<file path="src/rtl/div_pkg.sv">
// Shared constants for the sequential restoring divider: FSM encodings,
// default operand width and the quotient reported for a zero divisor.
package div_pkg;

  localparam int DIV_DEFAULT_WIDTH = 4;

  typedef logic [1:0] divState_t;

  localparam divState_t ST_IDLE = 2'd0;
  localparam divState_t ST_RUN  = 2'd1;
  localparam divState_t ST_DONE = 2'd2;

  // Sliced down to the instance width; wide enough for any WIDTH up to 64.
  localparam logic [63:0] DIV_ZERO_QUOTIENT = 64'hFFFF_FFFF_FFFF_FFFF;

endpackage

</file>
<file path="src/rtl/div_step.sv">
// One combinational restoring-division step: shift in the next dividend bit,
// trial-subtract the divisor at WIDTH+1 bits, keep or restore.
module div_step #(
  parameter int WIDTH = 4
) (
  input  logic [WIDTH:0]   partial_i,
  input  logic             dividendBit_i,
  input  logic [WIDTH-1:0] divisor_i,
  output logic [WIDTH:0]   partial_o,
  output logic             quotBit_o
);

  logic [WIDTH:0] shifted;
  logic [WIDTH:0] divisorInv;
  logic [WIDTH:0] trial;

  assign shifted    = {partial_i[WIDTH-1:0], dividendBit_i};
  assign divisorInv = ~{1'b0, divisor_i};
  assign trial      = shifted + divisorInv + {{WIDTH{1'b0}}, 1'b1};

  // A set bit shifted out of the top means the shifted value already exceeds
  // any divisor, so the subtraction must succeed.
  assign quotBit_o = partial_i[WIDTH] | ~trial[WIDTH];
  assign partial_o = quotBit_o ? trial : shifted;

endmodule

</file>
<file path="src/rtl/div_restoring_seq.sv">
// Sequential restoring divider, one quotient bit per clock with a start/done
// handshake. Define DIV_SIGNED_EN for two's-complement operands and results.
module div_restoring_seq
  import div_pkg::*;
#(
  parameter int WIDTH = DIV_DEFAULT_WIDTH
) (
  input  logic             clk_i,
  input  logic             rst_i,
  input  logic             start_i,
  input  logic [WIDTH-1:0] dividend_i,
  input  logic [WIDTH-1:0] divisor_i,
  output logic             busy_o,
  output logic             done_o,
  output logic [WIDTH-1:0] quotient_o,
  output logic [WIDTH-1:0] remainder_o,
  output logic             divByZero_o
);

  localparam int CNT_W = $clog2(WIDTH + 1);
  localparam logic [CNT_W-1:0] LAST_COUNT = CNT_W'(WIDTH - 1);

  divState_t        state_q, state_d;
  logic [CNT_W-1:0] count_q, count_d;
  logic [WIDTH:0]   partialRem_q, partialRem_d;
  logic [WIDTH-1:0] shiftReg_q, shiftReg_d;
  logic [WIDTH-1:0] divisor_q, divisor_d;
  logic [WIDTH-1:0] quotient_q, quotient_d;
  logic [WIDTH-1:0] remainder_q, remainder_d;
  logic             divByZero_q, divByZero_d;

  logic [WIDTH:0]   stepPartial;
  logic             stepBit;
  logic [WIDTH-1:0] nextQuot;
  logic [WIDTH-1:0] nextRem;
  logic [WIDTH-1:0] magDividend;
  logic [WIDTH-1:0] magDivisor;
  logic [WIDTH-1:0] finalQuot;
  logic [WIDTH-1:0] finalRem;

  div_step #(
    .WIDTH(WIDTH)
  ) u_step (
    .partial_i    (partialRem_q),
    .dividendBit_i(shiftReg_q[WIDTH-1]),
    .divisor_i    (divisor_q),
    .partial_o    (stepPartial),
    .quotBit_o    (stepBit)
  );

  // The dividend register doubles as the quotient register as bits shift in.
  assign nextQuot = {shiftReg_q[WIDTH-2:0], stepBit};
  assign nextRem  = stepPartial[WIDTH-1:0];

`ifdef DIV_SIGNED_EN
  logic negQuot_q, negQuot_d;
  logic negRem_q, negRem_d;

  assign magDividend = dividend_i[WIDTH-1] ? -dividend_i : dividend_i;
  assign magDivisor  = divisor_i[WIDTH-1]  ? -divisor_i  : divisor_i;
  assign finalQuot   = negQuot_q ? -nextQuot : nextQuot;
  assign finalRem    = negRem_q  ? -nextRem  : nextRem;
`else
  assign magDividend = dividend_i;
  assign magDivisor  = divisor_i;
  assign finalQuot   = nextQuot;
  assign finalRem    = nextRem;
`endif

  always_comb begin
    state_d      = state_q;
    count_d      = count_q;
    partialRem_d = partialRem_q;
    shiftReg_d   = shiftReg_q;
    divisor_d    = divisor_q;
    quotient_d   = quotient_q;
    remainder_d  = remainder_q;
    divByZero_d  = divByZero_q;
`ifdef DIV_SIGNED_EN
    negQuot_d    = negQuot_q;
    negRem_d     = negRem_q;
`endif

    case (state_q)
      ST_RUN: begin
        partialRem_d = stepPartial;
        shiftReg_d   = nextQuot;
        count_d      = count_q + CNT_W'(1);
        if (count_q == LAST_COUNT) begin
          state_d     = ST_DONE;
          quotient_d  = finalQuot;
          remainder_d = finalRem;
        end
      end
      default: begin
        // IDLE and DONE both accept a new request; start is ignored in RUN.
        state_d = ST_IDLE;
        if (start_i) begin
          if (divisor_i == '0) begin
            state_d     = ST_DONE;
            quotient_d  = DIV_ZERO_QUOTIENT[WIDTH-1:0];
            remainder_d = dividend_i;
            divByZero_d = 1'b1;
          end else begin
            state_d      = ST_RUN;
            partialRem_d = '0;
            shiftReg_d   = magDividend;
            divisor_d    = magDivisor;
            count_d      = '0;
            divByZero_d  = 1'b0;
`ifdef DIV_SIGNED_EN
            negQuot_d    = dividend_i[WIDTH-1] ^ divisor_i[WIDTH-1];
            negRem_d     = dividend_i[WIDTH-1];
`endif
          end
        end
      end
    endcase
  end

  always_ff @(posedge clk_i) begin
    if (rst_i) begin
      state_q      <= ST_IDLE;
      count_q      <= '0;
      partialRem_q <= '0;
      shiftReg_q   <= '0;
      divisor_q    <= '0;
      quotient_q   <= '0;
      remainder_q  <= '0;
      divByZero_q  <= 1'b0;
`ifdef DIV_SIGNED_EN
      negQuot_q    <= 1'b0;
      negRem_q     <= 1'b0;
`endif
    end else begin
      state_q      <= state_d;
      count_q      <= count_d;
      partialRem_q <= partialRem_d;
      shiftReg_q   <= shiftReg_d;
      divisor_q    <= divisor_d;
      quotient_q   <= quotient_d;
      remainder_q  <= remainder_d;
      divByZero_q  <= divByZero_d;
`ifdef DIV_SIGNED_EN
      negQuot_q    <= negQuot_d;
      negRem_q     <= negRem_d;
`endif
    end
  end

  assign busy_o      = (state_q == ST_RUN);
  assign done_o      = (state_q == ST_DONE);
  assign quotient_o  = quotient_q;
  assign remainder_o = remainder_q;
  assign divByZero_o = divByZero_q;

endmodule
</file>
<file path="config.mk">
export PLATFORM = sky130hd
export DESIGN_NAME = div_restoring_seq
export DESIGN_NICKNAME = d
export VERILOG_FILES = /design/src/rtl/div_pkg.sv /design/src/rtl/div_step.sv /design/src/rtl/div_restoring_seq.sv
export SDC_FILE = /design/constraint.sdc
export NUM_CORES = 1
export LEC_CHECK = 0
export ABC_AREA = 1
export CAP_MARGIN = 0
export CORE_ASPECT_RATIO = 2
export CORE_MARGIN = 4
export CORE_UTILIZATION = 35
export DETAILED_ROUTE_END_ITERATION = 8
export HOLD_SLACK_MARGIN = 0.08
export SLEW_MARGIN = 20
export SYNTH_ARGS = -nofsm -noshare
export SYNTH_HDL_FRONTEND = slang
export SYNTH_HIERARCHICAL = 1
export SYNTH_SLANG_ARGS = --single-unit
</file>
<file path="constraint.sdc">
create_clock -name clk_i -period 3.35 [get_ports clk_i]
set_input_delay 0.67 -clock clk_i [delete_from_list [all_inputs] [get_ports clk_i]]
set_output_delay 0.67 -clock clk_i [all_outputs]
set_load 0.05 [all_outputs]
</file>
==> results.py <==
metrics = {
    "timing": {
        "hold_violations": 0,
        "setup_tns_ns": 0,
        "rsz0062_at_grt": "no",
        "slew_headroom": 0.664,
        "setup_viol": 0,
        "fin_ws_ns": 0.780,
        "min_period_ns": 2.57,
        "fmax_mhz": 389,
        "slew_viol_final": 0,
        "worst_pin_slew_ns": 0.502,
        "fin_skew_ns": 0.00296,
        "fin_crit_sh": 0.767,
    },
    "synthesis": {
        "synth_cells": 226,
        "yosys.area.top_type_share": 0.357,
        "synth-edff-count": 0,
        "ys_seq_area_frac": 0.357,
        "ys_dominant_reg_cell": "dfxtp_1",
        "synth_area_mm2": 0.00151,
        "synth_top_area_cell": "dfxtp_1",
        "syn-mean-instance-area_um2": 6.70,
        "async_flop_share": 0,
        "ys_types": 25,
        "synth_nets": 244,
        "yosysWarnings": 6,
        "yosys-top-cells-area": "dfxtp_1 (36%), nand2_1 (14%), nand3_1 (10%)",
        "synth-seq-cells": 27,
    },
    "global_route": {
        "antenna_found_initial": 0,
        "grt_pass1_vias": 1396,
        "grt_max_degree": 24,
        "grt_use_met3": 0.0178,
        "grt-ovfl-total": 0,
        "grt-busiest-layer": "met2",
        "grt_pass1_wl_um": 6120,
        "use_met1": 0.155,
        "grtUsageMet2": 0.282,
        "grt_usage": 0.147,
    },
    "critical_path": {
        "crit_family": "buffers and inverters",
        "worstSetupEndpointType": "output pin",
        "cp_slowest_cell": "clkdlybuf4s50_1",
        "critPathRequiredTime_ns": 2.68,
        "slowest_delay_ns": 0.82,
        "crit_path_start_kind": "flip-flop",
        "path_buf_inv": 2,
        "critPathArrivalTime_ns": 1.90,
        "critical_path_class": "flip-flop to output pin",
        "cp_max_fo": 23,
        "worstPathCellList": "nand2_4 -> inv_4 -> clkdlybuf4s50_1",
    },
    "final_layout": {
        "fill_cells": 448,
        "area_growth_pct": 18.3,
        "multi_input_area_um2": 774,
        "fin_util": 0.434,
        "final_cells": 297,
        "antennaDiodeCount": 0,
        "fin_nets": 264,
        "drive_gt1_frac": 0.0776,
        "seqCellArea_um2": 541,
    },
    "power": {
        "clock_power_share": 0.259,
        "max-vdd-ir-drop_v": 0.000345,
        "power_per_cell_area_mw_per_mm2": 400,
        "p_sw_w": 0.000229,
        "pwr-share-comb": 0.254,
        "p_int_w": 0.000487,
        "seq_power_share": 0.487,
        "p_total_w": 0.000716,
        "leakage_nw": 0.888,
        "swShare": 0.320,
    },
    "drt": {
        "drtAntennaViolNets": 0,
        "drt_iter0_drc": 40,
        "viasPerCell": 4.61,
        "wirelength_um": 3390,
        "firstDrtPassIters": 4,
        "post_drt_wl_per_cell_um": 11.4,
        "route.detailed.drc": 0,
        "vias": 1369,
    },
    "status": {
        "status": "finished clean",
    },
    "clocking": {
        "cts_made_buffers": 3,
        "cts_tree": "done",
        "cts.clk_slew.worst_paths_ns": 0.09,
        "cts_setup_buffers": 0,
        "cts_resized": 0,
        "ctsHoldBuffers": 0,
        "cts_sinks": 27,
        "ctsRootBufferMaster": "clkbuf_8",
        "cts_buffer_depth": 2,
        "htree_levels": 1,
        "insertion_delay_ns": 0.27,
    },
    "floorplanning": {
        "num_rows": 33,
        "die_x_um": 54.5,
        "io-pin-count": 22,
        "die_area_mm2": 0.00551,
        "die_y_um": 101,
        "core_mm2": 0.00413,
        "initial_core_util": 0.367,
    },
    "placed_design": {
        "hpwl_um": 2720,
        "numPortBuffers": 21,
        "place_ws_ns": 1.08,
        "gp_congestion": 0.786,
        "place_inst": 293,
    },
    "worst_hold_path": {
        "min_path_type": "flip-flop to flip-flop",
    },
    "job": {
        "maxCapViolations": 0,
    },
}
-- worst reg2reg max path, cell delays in order, from the launching register on --
cell     delay (ns)
dfxtp_1        0.34
inv_1          0.06
ha_1           0.12
inv_1          0.05
fa_1           0.42
nand2_1        0.11
nand2_2        0.07
nand3_2        0.07
nand3_2        0.12
nand2_1        0.09
nand2_1        0.05
nand2_1        0.08
nand2_1        0.05
nor2_1         0.15
nor2_1         0.07
-- stage by stage --
step,area (µm²),hold WS (ns)
2_1_floorplan,1510,0.453
3_3_place_gp,1740,0.471
3_5_place_dp,1740,0.479
4_1_cts,1790,0.499
5_1_grt,1790,0.520
6_report,1790,0.493
-- state kept, by name, summed over array words and instances, names as in the netlist --
signal and count:
count_q 3, divisor_q 4, divByZero_o 1, remainder_o 4, quotient_o 4, partialRem_q 5, state_q 2, shiftReg_q 4
-- Yosys cell counts, drive strengths merged (2+ instances only) --
cell type  number
a21oi          11
nor2           27
dfxtp          27
nand3          34
inv            39
ha              6
o21ai           9
nand2          60
xor2            2
buf             6
-- layout by cell type (no fill, tap or decap) --
cell type        synthesis  final
nor3_1                   1      1
ha_1                     6      6
a21oi_1                 10     10
xor2_1                   2      2
or2_2                    1      1
clkbuf_8                 0      3
clkinv_2                 1      2
nand3_2                  3      3
fa_1                     1      1
o21ai_1                  6      6
a21oi_2                  1      1
nor2_1                  26     26
inv_2                    3      3
nand3_1                 31     31
o21ai_0                  3      3
inv_1                   35     35
nor2_4                   1      1
inv_4                    1      1
nand2_2                  2      2
nand3b_1                 1      1
nand2_1                 56     56
nand2_4                  2      2
clkdlybuf4s50_1          0     21
dfxtp_1                 27     27
-- power groups by stage --
stage               registers (W)  logic [W]  clock network [W]
finish                   0.000349   0.000182           0.000185
CTS                      0.000349   0.000184           0.000190
detailed placement       0.000357   0.000182                  0
global route             0.000351   0.000208           0.000203
global placement         0.000356   0.000182                  0
floorplan                0.000363   0.000130                  0
-- layout make-up --
type,count,share of cell area
Multi-Input combinational cell,153,0.433
Sequential cell,27,0.302
Timing Repair Buffer,21,0.117
Inverter,40,0.0860
Tap cell,52,0.0363
Clock buffer,3,0.0231
Clock inverter,1,0.00280
-- cell families (layout without fill, tap and decap cells) --
family	Yosys count	after routing	synth area share
compound gates	20	20	0.0686
buf+inv	46	65	0.131
simple gates	124	124	0.369
flops	27	27	0.357
fa+ha+maj	7	7	0.0628
xor+xnor	2	2	0.0116
-- layer usage --
layer / share of wire / vias up
met5: 0 / -
met4: 0.013 / 0
met3: 0.015 / 4
met2: 0.58 / 12
met1: 0.39 / 615
li1: - / 738
-- final timing paths --
| check | from | endpoint | slack, ns | depth (start not counted) |
|---|---|---|---|---|
| setup / recovery | state_q[0] | busy_o | 0.78 | 3 |
| hold / removal | divByZero_o | divByZero_o | 0.49 | 2 |
| setup reg to reg | shiftReg_q[3] | remainder_o[1] | 1.40 | 14 |
| hold reg to reg | divByZero_o | divByZero_o | 0.49 | 2 |
No activity file was read; power rests on OpenSTA's default activity.
